## src/rtl/adder_pkg.sv

```systemverilog
// Shared types and sizing helpers for the chunked sequential adder.
// State encoding plus chunk-count / index-width calculations.
package adder_pkg;

    typedef enum logic [1:0] {
        IDLE = 2'd0,
        RUN  = 2'd1,
        DONE = 2'd2
    } state_t;

    function automatic int calc_nchunk(input int width, input int chunk);
        return width / chunk;
    endfunction

    // Index register needs at least one bit even when there is a single chunk.
    function automatic int calc_idx_w(input int nchunk);
        return (nchunk <= 1) ? 1 : $clog2(nchunk);
    endfunction

endpackage

```

## src/rtl/adder_chunk.sv

```systemverilog
// Combinational W-bit adder with carry in and carry out.
// The single shared arithmetic element reused on every iteration.
module adder_chunk #(
    parameter int W = 8
) (
    input  logic [W-1:0] a,
    input  logic [W-1:0] b,
    input  logic         ci,
    output logic [W-1:0] s,
    output logic         co
);

    assign {co, s} = {1'b0, a} + {1'b0, b} + {{W{1'b0}}, ci};

endmodule

```

## src/rtl/adder_seq_ctrl.sv

```systemverilog
// WIDTH-bit add computed over NCHUNK cycles with one CHUNK-bit adder, LSB chunk first.
// Define ADDER_SEQ_SUB_EN to add the 'sub' port (a - b - cin, cout = borrow).
//
// Handshakes: a transfer happens on a rising clk edge where valid and ready are both
// high; ready never depends on valid. start_ready is high only in IDLE, res_valid is
// high only in DONE, and res_valid stays high with sum/cout stable until res_ready.
module adder_seq_ctrl
    import adder_pkg::*;
#(
    parameter int WIDTH = 32,
    parameter int CHUNK = 8
) (
    input  logic             clk,
    input  logic             rst_n,
    input  logic             start_valid,
    output logic             start_ready,
    input  logic [WIDTH-1:0] a,
    input  logic [WIDTH-1:0] b,
    input  logic             cin,
`ifdef ADDER_SEQ_SUB_EN
    input  logic             sub,
`endif
    output logic             res_valid,
    input  logic             res_ready,
    output logic [WIDTH-1:0] sum,
    output logic             cout,
    output logic             busy,
    output state_t           state_dbg
);

    localparam int NCHUNK = calc_nchunk(WIDTH, CHUNK);
    localparam int IDXW   = calc_idx_w(NCHUNK);
    localparam logic [IDXW-1:0] LAST_IDX = IDXW'(NCHUNK - 1);

    state_t            state_q, state_d;
    logic [WIDTH-1:0]  a_q, b_q;
    logic [IDXW-1:0]   idx_q;
    logic              carry_q;
    logic [CHUNK-1:0]  chunk_a, chunk_b, chunk_s;
    logic              chunk_co;
    logic              final_co;
`ifdef ADDER_SEQ_SUB_EN
    logic              sub_q;
`endif

    always_ff @(posedge clk or negedge rst_n) begin
        if (!rst_n) begin
            state_q <= IDLE;
        end else begin
            state_q <= state_d;
        end
    end

    always_comb begin
        state_d = state_q;
        case (state_q)
            IDLE:    if (start_valid)         state_d = RUN;
            RUN:     if (idx_q == LAST_IDX)   state_d = DONE;
            DONE:    if (res_ready)           state_d = IDLE;
            default:                          state_d = IDLE;
        endcase
    end

    assign start_ready = (state_q == IDLE);
    assign res_valid   = (state_q == DONE);
    assign busy        = (state_q != IDLE);
    assign state_dbg   = state_q;

    assign chunk_a = a_q[idx_q*CHUNK +: CHUNK];
    assign chunk_b = b_q[idx_q*CHUNK +: CHUNK];

    adder_chunk #(.W(CHUNK)) u_chunk (
        .a  (chunk_a),
        .b  (chunk_b),
        .ci (carry_q),
        .s  (chunk_s),
        .co (chunk_co)
    );

    // Subtraction runs as a + ~b + ~cin; inverting the carry out turns it into a borrow.
`ifdef ADDER_SEQ_SUB_EN
    assign final_co = chunk_co ^ sub_q;
`else
    assign final_co = chunk_co;
`endif

    always_ff @(posedge clk or negedge rst_n) begin
        if (!rst_n) begin
            a_q     <= '0;
            b_q     <= '0;
            idx_q   <= '0;
            carry_q <= 1'b0;
            sum     <= '0;
            cout    <= 1'b0;
`ifdef ADDER_SEQ_SUB_EN
            sub_q   <= 1'b0;
`endif
        end else begin
            case (state_q)
                IDLE: begin
                    if (start_valid) begin
                        a_q   <= a;
                        idx_q <= '0;
                        sum   <= '0;
                        cout  <= 1'b0;
`ifdef ADDER_SEQ_SUB_EN
                        b_q     <= sub ? ~b : b;
                        carry_q <= sub ? ~cin : cin;
                        sub_q   <= sub;
`else
                        b_q     <= b;
                        carry_q <= cin;
`endif
                    end
                end
                RUN: begin
                    sum[idx_q*CHUNK +: CHUNK] <= chunk_s;
                    carry_q <= chunk_co;
                    idx_q   <= idx_q + 1'b1;
                    if (idx_q == LAST_IDX) begin
                        cout <= final_co;
                    end
                end
                default: begin
                end
            endcase
        end
    end

endmodule

```

## config.mk

```make
export PLATFORM = sky130hd
export DESIGN_NAME = adder_seq_ctrl
export DESIGN_NICKNAME = d
export VERILOG_FILES = /design/src/rtl/adder_pkg.sv /design/src/rtl/adder_chunk.sv /design/src/rtl/adder_seq_ctrl.sv
export SDC_FILE = /design/constraint.sdc
export NUM_CORES = 1
export LEC_CHECK = 0
export CORE_UTILIZATION = 50
export CTS_BUF_LIST = sky130_fd_sc_hd__clkbuf_8
export CTS_CLUSTER_DIAMETER = 150
export DETAILED_ROUTE_END_ITERATION = 10
export PLACE_DENSITY = 0.89
export SKIP_CTS_REPAIR_TIMING = 1
export SLEW_MARGIN = 5
export SYNTH_ARGS = -nofsm -noshare
export SYNTH_HDL_FRONTEND = slang
export SYNTH_SLANG_ARGS = --single-unit
```

## constraint.sdc

```tcl
create_clock -name clk -period 9.4 [get_ports clk]
set_clock_uncertainty 0.1 [all_clocks]
set_input_delay 1.88 -clock clk [delete_from_list [all_inputs] [get_ports clk]]
set_output_delay 1.88 -clock clk [all_outputs]
set_load 0.01 [all_outputs]
```

Word level (Yosys, flattened, before mapping)
Index checks and enable logic that the tools add are counted.
{ "classes": {"reduce_logical": 7, "shifts": 4, "n_mux": 14, "n_eq_ne": 6, "add_sub_neg": 4} }
{ "op_table": {"columns": ["operator", "count"], "rows": [
  ["case mux 32 bit (2 select lines)", 1],
  ["indexed part select 32 x 6 -> 8 bit", 2],
  ["negation 5 -> 34 bit", 1],
  ["variable shift 8 x 34 -> 32 bit (first input constant)", 1],
  ["indexed part select 8 x 34 -> 32 bit", 1],
  ["bitwise mux 32 bit", 1],
  ["2-to-1 mux 32 bit", 1],
  ["adder 8 x 8 -> 9 bit", 1],
  ["adder 9 x 1 -> 9 bit", 1],
  ["2-to-1 mux 2 bit", 4],
  ["case mux 2 bit (3 select lines)", 1],
  ["AND reduction 3 bit", 2],
  ["== test 2 bit (second input constant)", 2],
  ["inequality test 2 bit (second input constant)", 2],
  ["case mux 1 bit (2 select lines)", 2],
  ["case mux 2 bit (2 select lines)", 1],
  ["AND reduction 2 bit", 2],
  ["nonzero test 2 bit", 2],
  ["2-to-1 mux 1 bit", 3],
  ["adder 2 x 1 -> 2 bit (second input constant)", 1],
  ["== test 2 x 1 -> 1 bit (second input constant)", 1],
  ["zero test 2 bit", 1],
  ["inequality test 2 x 1 -> 1 bit (second input constant)", 1]
]} }
{ "word_totals": {"wordCells": 42, "output_inout_bits": 38, "input_bits": 69, "ff_bits": 102} }

Logic depth before layout (Yosys ltp)
{ "depth": {"depth_word": 6, "ltp_mapped": 10, "ltp_nobuf": 9} }

Modules after synthesis
Synthesis repeated with hierarchy kept, for this count alone.
{ "hier_totals": {"cells_unflattened": 313, "area_unflattened_um2": 4663.2} }
{ "by_module_without_submodules": {"columns": ["mod", "instances", "cells_each", "area_per_inst_um2"], "rows": [
  ["adder_seq_ctrl", 1, 271, 4331.7],
  ["adder_chunk", 1, 42, 331.6]
]} }

Worst setup path after synthesis
No wires, ideal clock.
{ "synth_timing": {"path_type": "register to register", "start": "reg idx_q[0]", "end": "reg sum[14]", "arrival_ns": 2.732, "slack_ns": 6.447, "n_path_buf": 1, "path_stages_with_launch": 11, "path_cell_list": "dfrtp_1 buf_4 mux4_2 fa_1 inv_1 fa_1 inv_1 a21o_1 a211o_1 xor2_1 a22o_1"} }
{ "synth_via": {"elab_chain_len": 6, "word_cells_on_any_way": 9, "cone_classes": "add/sub: 3; shift: 4; mux: 2"} }
{ "synth_lines": {"columns": ["element", "line_no", "text"], "rows": [
  ["start: declaration", "adder_seq_ctrl.sv:37", "logic [IDXW-1:0] idx_q;"],
  ["start signal: assignment", "adder_seq_ctrl.sv:119", "idx_q <= idx_q + 1'b1;"],
  ["indexed part select 32 x 6 -> 8 bit (on tied branches)", "adder_seq_ctrl.sv:69, adder_seq_ctrl.sv:70", null],
  ["adder 8 x 8 -> 9 bit", "adder_chunk.sv:13", "assign {co, s} = {1'b0, a} + {1'b0, b} + {{W{1'b0}}, ci};"],
  ["adder 9 x 1 -> 9 bit", "adder_chunk.sv:13", null],
  ["indexed part select 8 x 34 -> 32 bit", "adder_seq_ctrl.sv:117", "sum[idx_q*CHUNK +: CHUNK] <= chunk_s;"],
  ["bitwise mux 32 bit (*)", "adder_seq_ctrl.sv:117", null],
  ["case mux 32 bit (2 select lines) (*)", "adder_seq_ctrl.sv:99", "case (state_q)"],
  ["end signal: indexed assignment", "adder_seq_ctrl.sv:117", null],
  ["end: declaration", "adder_seq_ctrl.sv:25", "output logic [WIDTH-1:0] sum,"]
]} }
Every way passes the cells marked *; elsewhere a longest branch is shown, timed or not.
A chain may end at the register's enable or synchronous reset.

Worst setup path after layout
{ "layout_timing": {"start": "reg state_q[0] (netlist: state_dbg[0])", "end": "out start_ready"} }
{ "layout_via": {"elab_chain_len": 1} }
{ "layout_lines": {"columns": ["element", "line_no", "text"], "rows": [
  ["start: declaration", "adder_seq_ctrl.sv:35", "state_t state_q, state_d;"],
  ["start signal: assignment", "adder_seq_ctrl.sv:50", "state_q <= state_d;"],
  ["zero test 2 bit", "adder_seq_ctrl.sv:64", "assign start_ready = (state_q == IDLE);"],
  ["end: declaration", "adder_seq_ctrl.sv:16", "output logic start_ready,"]
]} }
Every way passes these cells.

==> summary.txt <==
Clock network
  – H-Tree Depth: 3
  – TritonCTS Buffers: 9
  – Max clock buf depth: 2
  – Sink Count: 102
  – CTS clk-pin slew, worst paths: ~0.090 ns
  – Worst-skew pair later-pin latency: between 0.3 and 0.4 ns
  – Clock root cell: clkbuf_8
  – CTS tree: built

Route
  – DR iter-0 viols: 198
  – Final ANT Viol Nets: 0
  – Average vias per placed instance: about 5.5
  – WL final: roughly 11 mm
  – Pre-antenna DRT Iters: 5
  – DRC Markers: 0
  – Routed vias: 3648
  – Routed len/inst: between 15 and 20 um

GRT
  – Pin count of the biggest net entering global routing: 71
  – First-pass GRT wire length: 18.7 mm
  – Initial antenna violation count: 0
  – Overall fraction of global-route tracks in use: 0.249
  – GRT overflow: 0
  – Vias in the first global route: 3796

Critical path
  – R2R setup slack: 5.92 ns
  – CP Capture Type: primary output
  – CP required: 7.42 ns
  – Crit path kind: reg2out
  – Worst EP arrival: 1.61 ns
  – Reg2reg path depth: 9
  – RR Endpoint: sum[14]
  – Worst r2r src: idx_q[1]
  – Max FO, Critical Path: 5
  – Startpoint class of the critical path: flop

Die
  – Die Width: 98.8 um
  – Die Y: 98.8 um
  – Io pins: 107
  – CORE AREA: 8890 sq um
  – Initial core utilization: 0.527
  – # rows: 34
  – Die Area: 9760 sq um

Timing
  – Setup Viol. Count Final: 0
  – Setup TNS: 0 ns
  – WHS: between 0.3 and 0.4 ns
  – Fin crit share: 0.382
  – PnR worst setup slack: approximately 5.8 ns
  – Hold Violations, Final: 0
  – Headroom to the max-slew limit: 0.241
  – Crit path time final: roughly 3.6 ns
  – Unrepaired setup endpoints after global routing: no
  – Final slew viol count: 0
  – Maximum clock frequency: 278 MHz
  – Worst-Margin Slew: ~1.1 ns

Yosys
  – Synth cell count leaders: nand2_1, dfrtp_1, a22o_1
  – Syn Std Cell Area: 4680 sq um
  – Post-synth EDFFs: 0
  – Cells after synthesis: 453
  – Largest cells by area after synthesis: dfrtp_1, nand2_1, mux4_2
  – Area share of the largest cell type after synthesis: 0.545
  – Post-synth top area cell: dfrtp_1
  – Synthesized flop and latch total: a little over 100
  – Syn_nets: between 500 and 600
  – Sequential element share of the synthesized area: 0.545
  – Post-synth ARST share: 1.00
  – Most common cell in the netlist: nand2_1
  – Cell variety after synth: 37
  – Avg Cell Area, Syn: just over 10 sq um
  – Yosys warnings: 0
  – Main synth FF type: dfrtp_1

Power and ir drop
  – Leak: 0.00287 uW
  – Maximum VDD drop: approximately 0.18 mV
  – Total power: 2310 uW
  – Power density over the cells: 387 nW/um^2

Min path
  – Hold endpoint: b_q[19]
  – Worst hold path startpoint: b_q[19]
  – Worst min path class: reg2reg
  – Hold path depth: 2

Placement
  – GP Congestion: approximately 0.8
  – I/O Buffers: ~110
  – Place WS: 5.66 ns
  – Dpl hpwl: 8.01 mm

Finish
  – Fin nets: between 600 and 700
  – Share of layout cells above drive strength 1: 0.0863
  – Synth-to-layout area growth: 27.3%
  – Fin util: 0.670
  – Ant diodes: 0

Run status
  – Outcome: finished, final reports clean

Run
  – MaxCap Viol Count: 0
==> layout by cell type, fill, tap and decap left out, types with 5 or more instances in the layout <==
| cell type | Yosys | layout |
|---|---|---|
| clkbuf_8 | 0 | 9 |
| o21ai_0 | 10 | 10 |
| ha_1 | 11 | 11 |
| inv_1 | 8 | 8 |
| nor2_1 | 5 | 5 |
| dfrtp_1 | 102 | 102 |
| buf_4 | 3 | 5 |
| a22o_1 | 25 | 25 |
| nand2_1 | 207 | 206 |
| clkdlybuf4s50_1 | 0 | 105 |
| mux4_2 | 16 | 16 |
==> through the flow <==
stage	instance area, sq um	cells
2_1_floorplan	4680	453
3_3_place_gp	5760	648
3_5_place_dp	5760	648
4_1_cts	5960	664
5_1_grt	5960	664
6_report	5960	664
==> power by group <==
part	switching [uW]	leakage (uW)	internal (uW)
clock	153	0.0000960	124
combinational	735	0.00146	536
sequential	129	0.00131	630
total	1020	0.00287	1290
==> cell families after synthesis <==
kind of cell | count (synthesis) | share of synthesized area
XOR/XNOR | 5 | 0.00935
adder cells (fa/ha/maj) | 13 | 0.0379
AO/OA/AOI/OAI | 57 | 0.0975
flip-flops | 102 | 0.545
AND/OR/NAND/NOR | 229 | 0.195
buffers and inverters | 31 | 0.0379
multiplexers | 16 | 0.0769
==> critical path: stages, from the launching register on <==
cell and delay (ns):
dfrtp_1 0.45, nor2_2 0.22, clkdlybuf4s50_1 0.57
==> cell type report <==
cell class | instances | area (sq um)
Inverter | 8 | 30.0
Clock inverter | 7 | 72.6
Multi-Input combinational cell | 320 | 1960
Timing Repair Buffer | 110 | 1090
Tap cell | 108 | 135
Fill cell | 680 | 2930
Clock buffer | 9 | 124
Sequential cell | 102 | 2550
==> layer usage <==
metal  share of wire  global-route usage  vias to the layer above
met5               0                   0                        -
met4           0.017              0.0758                        0
met3           0.052              0.0539                       18
met2            0.51               0.427                      136
met1            0.42               0.318                     1780
li1                -                   -                     1714
==> worst max-delay path by stage <==
stage | from | slack (ns) | to
finish | state_dbg[0] | 5.81 | start_ready
global placement | start_valid | 5.71 | sum[28]
CTS | state_dbg[0] | 5.81 | start_ready
floorplan | idx_q[0] | 6.45 | sum[14]
detailed placement | start_valid | 5.66 | sum[24]
global route | state_dbg[0] | 5.72 | start_ready
==> sequential cells by signal, indices dropped and copies added, names as in the netlist <==
signal     count
carry_q        1
cout           1
idx_q          2
b_q           32
state_dbg      2
sum           32
a_q           32
Power figures use the tool's default switching activity.
